### src/rtl/digital_tube_pkg.sv
// Shared constants, state type and glyph table for the multiplexed 7-segment tube driver.
// Segment vectors are active low with bit 0 = segment a and bit 6 = segment g.
package digital_tube_pkg;

  localparam int NUM_DIGITS    = 6;
  localparam int BRIGHT_LEVELS = 16;

  localparam logic [6:0] SEG_BLANK = 7'h7F;
  localparam logic [6:0] GLYPH_0   = 7'h40;
  localparam logic [6:0] GLYPH_1   = 7'h79;
  localparam logic [6:0] GLYPH_2   = 7'h24;
  localparam logic [6:0] GLYPH_3   = 7'h30;
  localparam logic [6:0] GLYPH_4   = 7'h19;
  localparam logic [6:0] GLYPH_5   = 7'h12;
  localparam logic [6:0] GLYPH_6   = 7'h02;
  localparam logic [6:0] GLYPH_7   = 7'h78;
  localparam logic [6:0] GLYPH_8   = 7'h00;
  localparam logic [6:0] GLYPH_9   = 7'h10;
  localparam logic [6:0] GLYPH_A   = 7'h08;
  localparam logic [6:0] GLYPH_B   = 7'h03;
  localparam logic [6:0] GLYPH_C   = 7'h46;
  localparam logic [6:0] GLYPH_D   = 7'h21;
  localparam logic [6:0] GLYPH_E   = 7'h06;
  localparam logic [6:0] GLYPH_F   = 7'h0E;

  typedef enum logic {
    ST_IDLE,
    ST_SCAN
  } scan_state_t;

  function automatic logic [6:0] glyphLookup(input logic [3:0] code);
    logic [6:0] seg;
    case (code)
      4'h0:    seg = GLYPH_0;
      4'h1:    seg = GLYPH_1;
      4'h2:    seg = GLYPH_2;
      4'h3:    seg = GLYPH_3;
      4'h4:    seg = GLYPH_4;
      4'h5:    seg = GLYPH_5;
      4'h6:    seg = GLYPH_6;
      4'h7:    seg = GLYPH_7;
      4'h8:    seg = GLYPH_8;
      4'h9:    seg = GLYPH_9;
      4'hA:    seg = GLYPH_A;
      4'hB:    seg = GLYPH_B;
      4'hC:    seg = GLYPH_C;
      4'hD:    seg = GLYPH_D;
      4'hE:    seg = GLYPH_E;
      default: seg = GLYPH_F;
    endcase
    return seg;
  endfunction

endpackage

### src/rtl/digital_tube_glyph.sv
// Combinational hex-code to active-low 7-segment decoder with a blank override.
// Shared between the scanned controller and the static per-digit driver.
module digital_tube_glyph
  import digital_tube_pkg::*;
(
  input  logic [3:0] i_code,
  input  logic       i_blank,
  output logic [6:0] o_seg_n
);

  assign o_seg_n = i_blank ? SEG_BLANK : glyphLookup(i_code);

endmodule

### src/rtl/digital_tube_scan_ctrl.sv
// Six-digit time-multiplexed tube scanner: frame-synchronous double buffer,
// leading-zero blanking, anti-ghosting guard time and 16-level PWM brightness.
module digital_tube_scan_ctrl
  import digital_tube_pkg::*;
#(
  parameter int DIGIT_CYCLES = 25000,
  parameter int GUARD        = 2
) (
  input  logic        clk,
  input  logic        rst_n,
  input  logic        i_enable,
  input  logic        i_load,
  input  logic [23:0] i_digits,
  input  logic        i_blank_lz,
  input  logic [3:0]  i_brightness,
  output logic [6:0]  o_seg_n,
  output logic [5:0]  o_dig_n,
  output logic        o_frame_done
);

  localparam int TICK_W = $clog2(DIGIT_CYCLES);
  localparam int SLICE  = DIGIT_CYCLES / BRIGHT_LEVELS;
  localparam logic [TICK_W-1:0] TICK_LAST = TICK_W'(DIGIT_CYCLES - 1);
  localparam logic [2:0]        IDX_LAST  = 3'(NUM_DIGITS - 1);

  scan_state_t r_state;
  scan_state_t w_next_state;
  logic        w_scan;

  logic [TICK_W-1:0]     r_tick;
  logic [2:0]            r_idx;
  logic [3:0]            r_bri;
  logic [23:0]           r_pend_digits;
  logic [23:0]           r_act_digits;
  logic                  r_pend_lz;
  logic                  r_act_lz;
  logic                  r_pend_valid;

  logic                  w_slot_end;
  logic                  w_boundary;
  logic [3:0]            w_bri;
  logic [31:0]           w_on_len;
  logic                  w_lit;
  logic                  w_lz_run;
  logic [NUM_DIGITS-1:0] w_blank_mask;
  logic [3:0]            w_code;
  logic                  w_dark;
  logic [6:0]            w_glyph;

  always_ff @(posedge clk or negedge rst_n) begin
    if (!rst_n) r_state <= ST_IDLE;
    else        r_state <= w_next_state;
  end

  always_comb begin
    w_next_state = r_state;
    w_scan       = 1'b0;
    case (r_state)
      ST_IDLE: begin
        if (i_enable) begin
          w_next_state = ST_SCAN;
          w_scan       = 1'b1;
        end
      end
      ST_SCAN: begin
        if (i_enable) w_scan = 1'b1;
        else          w_next_state = ST_IDLE;
      end
      default: w_next_state = ST_IDLE;
    endcase
  end

  assign w_slot_end = (r_tick == TICK_LAST);
  assign w_boundary = w_scan && w_slot_end && (r_idx == IDX_LAST);
  // Brightness is taken live on the first tick of a slot so tick 0 already uses it.
  assign w_bri      = (r_tick == '0) ? i_brightness : r_bri;

  always_ff @(posedge clk or negedge rst_n) begin
    if (!rst_n) begin
      r_tick <= '0;
      r_idx  <= '0;
      r_bri  <= '0;
    end else if (!w_scan) begin
      r_tick <= '0;
      r_idx  <= '0;
      r_bri  <= '0;
    end else begin
      r_bri <= w_bri;
      if (w_slot_end) begin
        r_tick <= '0;
        r_idx  <= (r_idx == IDX_LAST) ? 3'd0 : r_idx + 3'd1;
      end else begin
        r_tick <= r_tick + TICK_W'(1);
      end
    end
  end

  // A load landing on the boundary cycle bypasses pending and goes straight to active.
  always_ff @(posedge clk or negedge rst_n) begin
    if (!rst_n) begin
      r_pend_digits <= '0;
      r_pend_lz     <= 1'b0;
      r_pend_valid  <= 1'b0;
      r_act_digits  <= '0;
      r_act_lz      <= 1'b0;
    end else begin
      if (i_load) begin
        r_pend_digits <= i_digits;
        r_pend_lz     <= i_blank_lz;
        r_pend_valid  <= 1'b1;
      end
      if (w_boundary) begin
        r_pend_valid <= 1'b0;
        if (i_load) begin
          r_act_digits <= i_digits;
          r_act_lz     <= i_blank_lz;
        end else if (r_pend_valid) begin
          r_act_digits <= r_pend_digits;
          r_act_lz     <= r_pend_lz;
        end
      end
    end
  end

  always_comb begin
    w_blank_mask = '0;
    w_lz_run     = r_act_lz;
    for (int k = NUM_DIGITS - 1; k >= 1; k--) begin
      w_lz_run        = w_lz_run && (r_act_digits[4*k +: 4] == 4'd0);
      w_blank_mask[k] = w_lz_run;
    end
  end

  always_comb begin
    w_code = 4'd0;
    case (r_idx)
      3'd0:    w_code = r_act_digits[3:0];
      3'd1:    w_code = r_act_digits[7:4];
      3'd2:    w_code = r_act_digits[11:8];
      3'd3:    w_code = r_act_digits[15:12];
      3'd4:    w_code = r_act_digits[19:16];
      3'd5:    w_code = r_act_digits[23:20];
      default: w_code = 4'd0;
    endcase
  end

  assign w_on_len = (32'(w_bri) + 32'd1) * 32'(SLICE);
  assign w_lit    = (32'(r_tick) >= 32'(GUARD)) && (32'(r_tick) < w_on_len);
  assign w_dark   = !w_scan || !w_lit || w_blank_mask[r_idx];

  digital_tube_glyph u_glyph (
    .i_code  (w_code),
    .i_blank (w_dark),
    .o_seg_n (w_glyph)
  );

  always_ff @(posedge clk or negedge rst_n) begin
    if (!rst_n) begin
      o_seg_n      <= SEG_BLANK;
      o_dig_n      <= 6'h3F;
      o_frame_done <= 1'b0;
    end else begin
      o_seg_n      <= w_glyph;
      o_dig_n      <= w_dark ? 6'h3F : ~(6'd1 << r_idx);
      o_frame_done <= w_boundary;
    end
  end

endmodule

### config.mk
export PLATFORM = sky130hd
export DESIGN_NAME = digital_tube_scan_ctrl
export DESIGN_NICKNAME = d
export VERILOG_FILES = /design/src/rtl/digital_tube_pkg.sv /design/src/rtl/digital_tube_glyph.sv /design/src/rtl/digital_tube_scan_ctrl.sv
export SDC_FILE = /design/constraint.sdc
export NUM_CORES = 1
export LEC_CHECK = 0
export CAP_MARGIN = 20
export CORE_AREA = 10 10 77 145
export DETAILED_ROUTE_END_ITERATION = 8
export DIE_AREA = 0 0 87 155
export PLACE_DENSITY = 0.8
export SLEW_MARGIN = 20
export SYNTH_ARGS = -nofsm -noshare
export SYNTH_HDL_FRONTEND = slang
export SYNTH_SLANG_ARGS = --single-unit
### constraint.sdc
create_clock -name clk -period 16.1 [get_ports clk]
set_input_delay 4.025 -clock clk [delete_from_list [all_inputs] [get_ports clk]]
set_output_delay 4.025 -clock clk [all_outputs]
set_load 0.01 [all_outputs]
# Word-level counts from Yosys, hierarchy flattened

Memories as Yosys holds them, arrays and structs flattened.
Cells that the tools add are included.

Bits in registers: 87
Word-level logic and storage cells: 69
Memories: 1
ROM bits: 112
Bits of input ports: 33
Bits in writable memories: 0
Latch bits: 0
Output and inout bits: 14

Memories:

| memory           | depth | bits a word | rd ports | clocked after Yosys merged registers in | write ports | RTL line               | RTL |
|---|---|---|---|---|---|---|---|
| (name not given) | 16    | 7           | 1        | 0                                       | 0           | digital_tube_pkg.sv:33 | `case (code)` |

Equal/unequal tests: 7
Add/subtract/negate cells: 3
Shift operators: 1
$lt $le $gt $ge: 3
Div/mod/pow operators: 0
Multiply operators: 1
Muxes and demuxes: 19
Reduce and logical (&&, ||, !) cells: 22
Bitwise gates (word level): 1

Operator list:

| cell                    | number |
|---|---|
| $mux W24                | 2 |
| $mux W15                | 2 |
| $pmux W4 S6             | 1 |
| $logic_not A4 Y1        | 5 |
| $lt A15 B16 Y1          | 1 |
| $add A15 B1 Y15 const B | 1 |
| $eq A15 B15 Y1 const B  | 1 |
| $ge A15 B2 Y1 const B   | 1 |
| $logic_not A15 Y1       | 1 |
| $mul A5 B10 Y15 const B | 1 |
| $mux W3                 | 3 |
| $logic_and A1 B1 Y1     | 8 |
| $mux W4                 | 2 |
| $mux W7                 | 1 |
| $eq A3 B2 Y1 const B    | 2 |
| $eq A3 B3 Y1 const B    | 2 |
| $mux W1                 | 6 |
| $mux W6                 | 1 |
| $not A6 Y6              | 1 |
| $shl A1 B3 Y6 const A   | 1 |
| $add A4 B1 Y5 const B   | 1 |
| $lt A3 B4 Y1 const B    | 1 |
| $reduce_bool A2 Y1      | 2 |
| $add A3 B1 Y3 const B   | 1 |
| other kinds (7)         | 9 |

# Logic depth before layout (Yosys ltp)

Word-level depth: 10
Gate-level depth with buffers: 28
Depth with buffers taken out: 26

# Hierarchy

Synthesis repeated with hierarchy kept, for this count alone.

Cells, all modules: 438
Area, all modules: 5144.9 um^2

By module, submodules not included:

| module                 | instances | cells an instance | area an instance (um^2) | sequential area each (um^2) |
|---|---|---|---|---|
| digital_tube_scan_ctrl | 1         | 402               | 4848.4                  | 2193.4 |
| digital_tube_glyph     | 1         | 36                | 296.5                   | 0.0 |

# Worst setup path after synthesis

No wires, ideal clock.

Path type: input -> register
Start point: input port i_brightness[0]
End point: register o_dig_n[4]
Arrival: 8342 ps
Cell stages on the path: 23
Setup slack: 7661 ps
Required time: 16003 ps
Library setup time: 97 ps
Buffers on the path: 1
Cells stage by stage: mux2i_1 inv_1 ha_1 xnor2_1 ha_1 ha_1 ha_1 inv_1 fa_1 nor2b_1 o21a_1 a211oi_1 o21bai_1 a21oi_1 xor2_1 ha_1 a21o_1 a21oi_1 o221a_2 o211ai_1 a31oi_1 clkbuf_1 nand3_1

Word-level cells in the longest chain between the ends: 9

RTL lines:

| what                             | RTL line                      | RTL |
|---|---|---|
| from (decl)                      | digital_tube_scan_ctrl.sv:15  | `input logic [3:0] i_brightness,` |
| $mux W4                          | digital_tube_scan_ctrl.sv:76  | `assign w_bri = (r_tick == '0) ? i_brightness : r_bri;` |
| $add A4 B1 Y5                    | digital_tube_scan_ctrl.sv:147 | `assign w_on_len = (32'(w_bri) + 32'd1) * 32'(SLICE);` |
| $mul A5 B10 Y15                  | digital_tube_scan_ctrl.sv:147 |  |
| $lt A15 B16 Y1                   | digital_tube_scan_ctrl.sv:148 | `assign w_lit = (32'(r_tick) >= 32'(GUARD)) && (32'(r_tick) < w_on_len);` |
| $logic_and A1 B1 Y1              | digital_tube_scan_ctrl.sv:148 |  |
| $logic_not A1 Y1                 | digital_tube_scan_ctrl.sv:149 | `assign w_dark = !w_scan \|\| !w_lit \|\| w_blank_mask[r_idx];` |
| $logic_or A1 B1 Y1 (2 in series) | digital_tube_scan_ctrl.sv:149 |  |
| $mux W6                          | digital_tube_scan_ctrl.sv:164 | `o_dig_n <= w_dark ? 6'h3F : ~(6'd1 << r_idx);` |
| to (signal assigned)             | digital_tube_scan_ctrl.sv:164 |  |
| to (decl)                        | digital_tube_scan_ctrl.sv:17  | `output logic [5:0] o_dig_n,` |

Every way passes these cells.
A chain may end at the register's enable or synchronous reset.

# Final worst setup path

Start point: input port i_brightness[0]
End point: register o_seg_n[6]

Word-level cells in the longest chain between the ends: 9

RTL lines:

| what                             | RTL line                      | RTL |
|---|---|---|
| $mux W4                          | digital_tube_scan_ctrl.sv:76  |  |
| $add A4 B1 Y5                    | digital_tube_scan_ctrl.sv:147 |  |
| $mul A5 B10 Y15                  | digital_tube_scan_ctrl.sv:147 |  |
| $lt A15 B16 Y1                   | digital_tube_scan_ctrl.sv:148 |  |
| $logic_and A1 B1 Y1              | digital_tube_scan_ctrl.sv:148 |  |
| $logic_not A1 Y1                 | digital_tube_scan_ctrl.sv:149 |  |
| $logic_or A1 B1 Y1 (2 in series) | digital_tube_scan_ctrl.sv:149 |  |
| $mux W7                          | digital_tube_glyph.sv:11      | `assign o_seg_n = i_blank ? SEG_BLANK : glyphLookup(i_code);` |
| net u_glyph.o_seg_n[6]           | digital_tube_glyph.sv:8       | `output logic [6:0] o_seg_n` |
| to (signal assigned)             | digital_tube_scan_ctrl.sv:163 | `o_seg_n <= w_glyph;` |
| to (decl)                        | digital_tube_scan_ctrl.sv:16  | `output logic [6:0] o_seg_n,` |

The timed path passes the listed nets, and every way through them passes these cells.

==> key figures <==
Routing
  – Routed wire length: 11600 um
  – Vias: 3747
  – DRT antenna net count: 0
  – WL/cell: 18.9 um
  – Via/cell ratio: 6.13
  – Pre-antenna DRT Iters: 4
  – # DRC: 0
  – First-iteration detailed-routing DRC count: 145

Floorplan
  – Core footprint: 8890 sq um
  – Initial core utilization: 57.1%
  – Die area: 13500 sq um
  – I/O pin count: 47
  – # rows: 49
  – Die W: 87 um
  – Die Span Y: 155 um

Place
  – DP HPWL: 8890 um
  – Worst slack, placed: 6350 ps
  – Final Wtd Congestion: 0.913
  – I/O Buffers: 46
  – DP Area: 5580 sq um
  – Placed Cells: 595

Synth
  – Yosys warns: 0
  – Syn avg cell area: 11.0 sq um
  – Seq/Total Area, Yosys: 43.2%
  – Mapped cell area: 5070 sq um
  – Yosys cell types: 53
  – Post-synth top flop: dfrtp_1
  – Share of the synthesized area in the top cell type: 36.5%
  – Post-Syn Nets: 546
  – EDFF count, synth: 0
  – Flops & latches, synth: 87
  – Cell taking the most area after synthesis: dfrtp_1
  – Mapped Cells: 463
  – Ys async rst share: 100%
  – Top cells by area, synth: dfrtp_1 (36%), ha_1 (12%), dfstp_2 (6.7%)

Global route
  – GRT Util Overall: 17.4%
  – Largest net degree at the start of global routing: 88
  – Initial antenna violation count: 0
  – GRT overflow: 0
  – Vias in the first global route: 3982
  – First-pass GRT wire length: 18700 um

Clocking
  – CTS tree: yes
  – Root Driver: clkbuf_16
  – Clock Sinks: 87
  – Worst-Skew Late Latency: 340 ps
  – Worst-path clk slew: 60 ps
  – Clock Path Buffers: 2
  – Post-CTS Hold Fix Bufs: 0
  – Resized cells post-CTS: 0
  – # H-tree levels: 3
  – Postcts setup bufs: 0
  – CTS buffer count: 9

Finish
  – Layout area overhead: 15.7%
  – Layout net count: 587
  – Final non-filler cell total: 611
  – Most frequent cells in the layout: dfrtp_1 (74), ha_1 (49), clkdlybuf4s50_1 (45)
  – Share of post-route cells with drive strength above 1: 11.8%
  – Final Cell Area: 5870 sq um
  – Leading cell type in the layout, fill and taps excluded: dfrtp_1
  – Number of fill cells: 691
  – Ant. Diodes: 0

Setup path
  – WS Path Type: in2reg
  – CP Capture Type: flip-flop
  – Worst EP arrival: 9680 ps
  – Worst-path fanout max: 13
  – Reg2Reg Depth: 23
  – Worst EP required: 16290 ps
  – R2R Path Start: r_tick[8]
  – Reg2reg setup slack: 9050 ps
  – Critical Path Source Type: primary input
  – Worst reg2reg endpoint: o_seg_n[6]

Timing
  – Unrepaired setup endpoints after global routing: no
  – Setup TNS: 0 ps
  – Worst hold slack: 493 ps
  – Final Max Tran Viols: 0
  – FMAX: 0.105 GHz
  – Worst Tran Pin Value: 1100 ps
  – Final setup fails: 0
  – Minimum clock period: 9490 ps
  – Max transition margin: 26.3%
  – Final Skew: 8.01 ps
  – Final Hold Viols: 0
  – Final worst-path cycle share: 59.0%
  – Final worst slack: 6610 ps

Job
  – Max Cap Viol: 0

Pwr
  – Comb power frac: 27.5%
  – Leakage: 2.72 nW
  – Int Power: 0.000425 W
  – Switch share: 29.0%
  – Flop pwr share: 39.1%
  – Pwr dens: 102 nW/um^2
  – Clock share of power: 33.4%
  – Sw power: 0.000174 W
  – Peak VDD IR: 0.0805 mV

Hold path
  – HP Start: r_pend_valid
  – Hold path depth: 2
  – Worst Hold End: r_pend_valid
  – HP Class: reg2reg

Status
  – Run status: complete, no violations
==> cells by family after synthesis <==
kind of cell	synth area share, %
and+or+nand+nor	13.6
xor gates and xnor gates	4.66
adders and majority gates	12.5
muxes	14.0
buffers and inverters	3.06
AOI/OAI and AO/OA	8.95
DFF	43.2
==> state kept, by name, summed over array words and instances, names as in the netlist, 3 cells and up <==
signal,flops
r_pend_digits,24
o_dig_n,6
o_seg_n,7
r_idx,3
r_act_digits,24
r_bri,4
r_tick,15
==> through the flow <==
stage / power (W) / utilization (%)
after floorplan: 0.000352 / -
after global placement: 0.000395 / 62.8
after detailed placement: 0.000402 / 62.8
after CTS: 0.000603 / 66.0
after global routing: 0.000632 / 66.0
final: 0.000599 / 66.0
==> critical path, stage by stage <==
cell	delay, ps
clkdlybuf4s50_1	470
mux2i_1	420
inv_1	90
ha_1	220
xnor2_1	410
ha_1	330
ha_1	270
ha_1	300
inv_1	60
fa_1	460
nor2b_1	130
o21a_1	180
a211oi_1	90
o21ai_0	190
o211a_1	190
xnor2_1	120
ha_1	280
a21oi_1	150
o221a_2	190
o211ai_1	70
a31oi_1	790
o211ai_1	250
==> power by group through the flow <==
stage	Combinational, W	Clock (W)	Sequential [W]
floorplan	0.000113	0	0.000238
global placement	0.000157	0	0.000237
detailed placement	0.000164	0	0.000238
CTS	0.000165	0.000203	0.000235
global route	0.000185	0.000212	0.000235
finish	0.000164	0.000200	0.000234
==> layout make-up <==
type,count,area (sq um),share of cell area [%]
Sequential cell,87,2190,37.4
Clock buffer,13,240,4.09
Tap cell,102,128,2.17
Timing Repair Buffer,47,469,7.99
Multi-Input combinational cell,341,2730,46.4
Inverter,18,67.6,1.15
Clock inverter,3,46.3,0.789
==> cells in the mapped netlist, drive strengths merged, types with 2 or more instances <==
library cell  number
mux2i              9
nor4               9
ha                49
o31ai              2
dfrtp             74
nand2b             2
and3               4
nor3b              2
a211oi             4
nand3b             2
a22oi              3
nand2             24
buf                4
a21oi             16
a22o               3
o21ai             10
nor2b             10
nand3             19
a31oi              3
o21a               5
o211ai             7
xnor2             11
nor3               5
nor2              38
and2               5
xor2              16
dfstp             13
inv               18
mux2              55
clkbuf            13
o311ai             2
or3                5
a21o               3
nand4              4
==> worst max path at each step <==
| stage | from | end | slack, ps |
|---|---|---|---|
| floorplan | i_brightness[0] | o_dig_n[4] | 7660 |
| global placement | i_brightness[0] | o_seg_n[2] | 6600 |
| detailed placement | i_brightness[0] | o_seg_n[2] | 6350 |
| CTS | i_brightness[0] | o_seg_n[2] | 6700 |
| global route | i_brightness[0] | o_seg_n[6] | 6190 |
| finish | i_brightness[0] | o_seg_n[6] | 6610 |
==> metal layers <==
metal	track usage, %	vias up	part of all wire, %
met1	15.4	1825	34
li1	-	1733	-
met2	32.3	131	55
met4	14.1	0	6.8
met5	0	-	0
met3	2.72	58	4.2
Note: power is estimated with default switching activity, not from simulation.
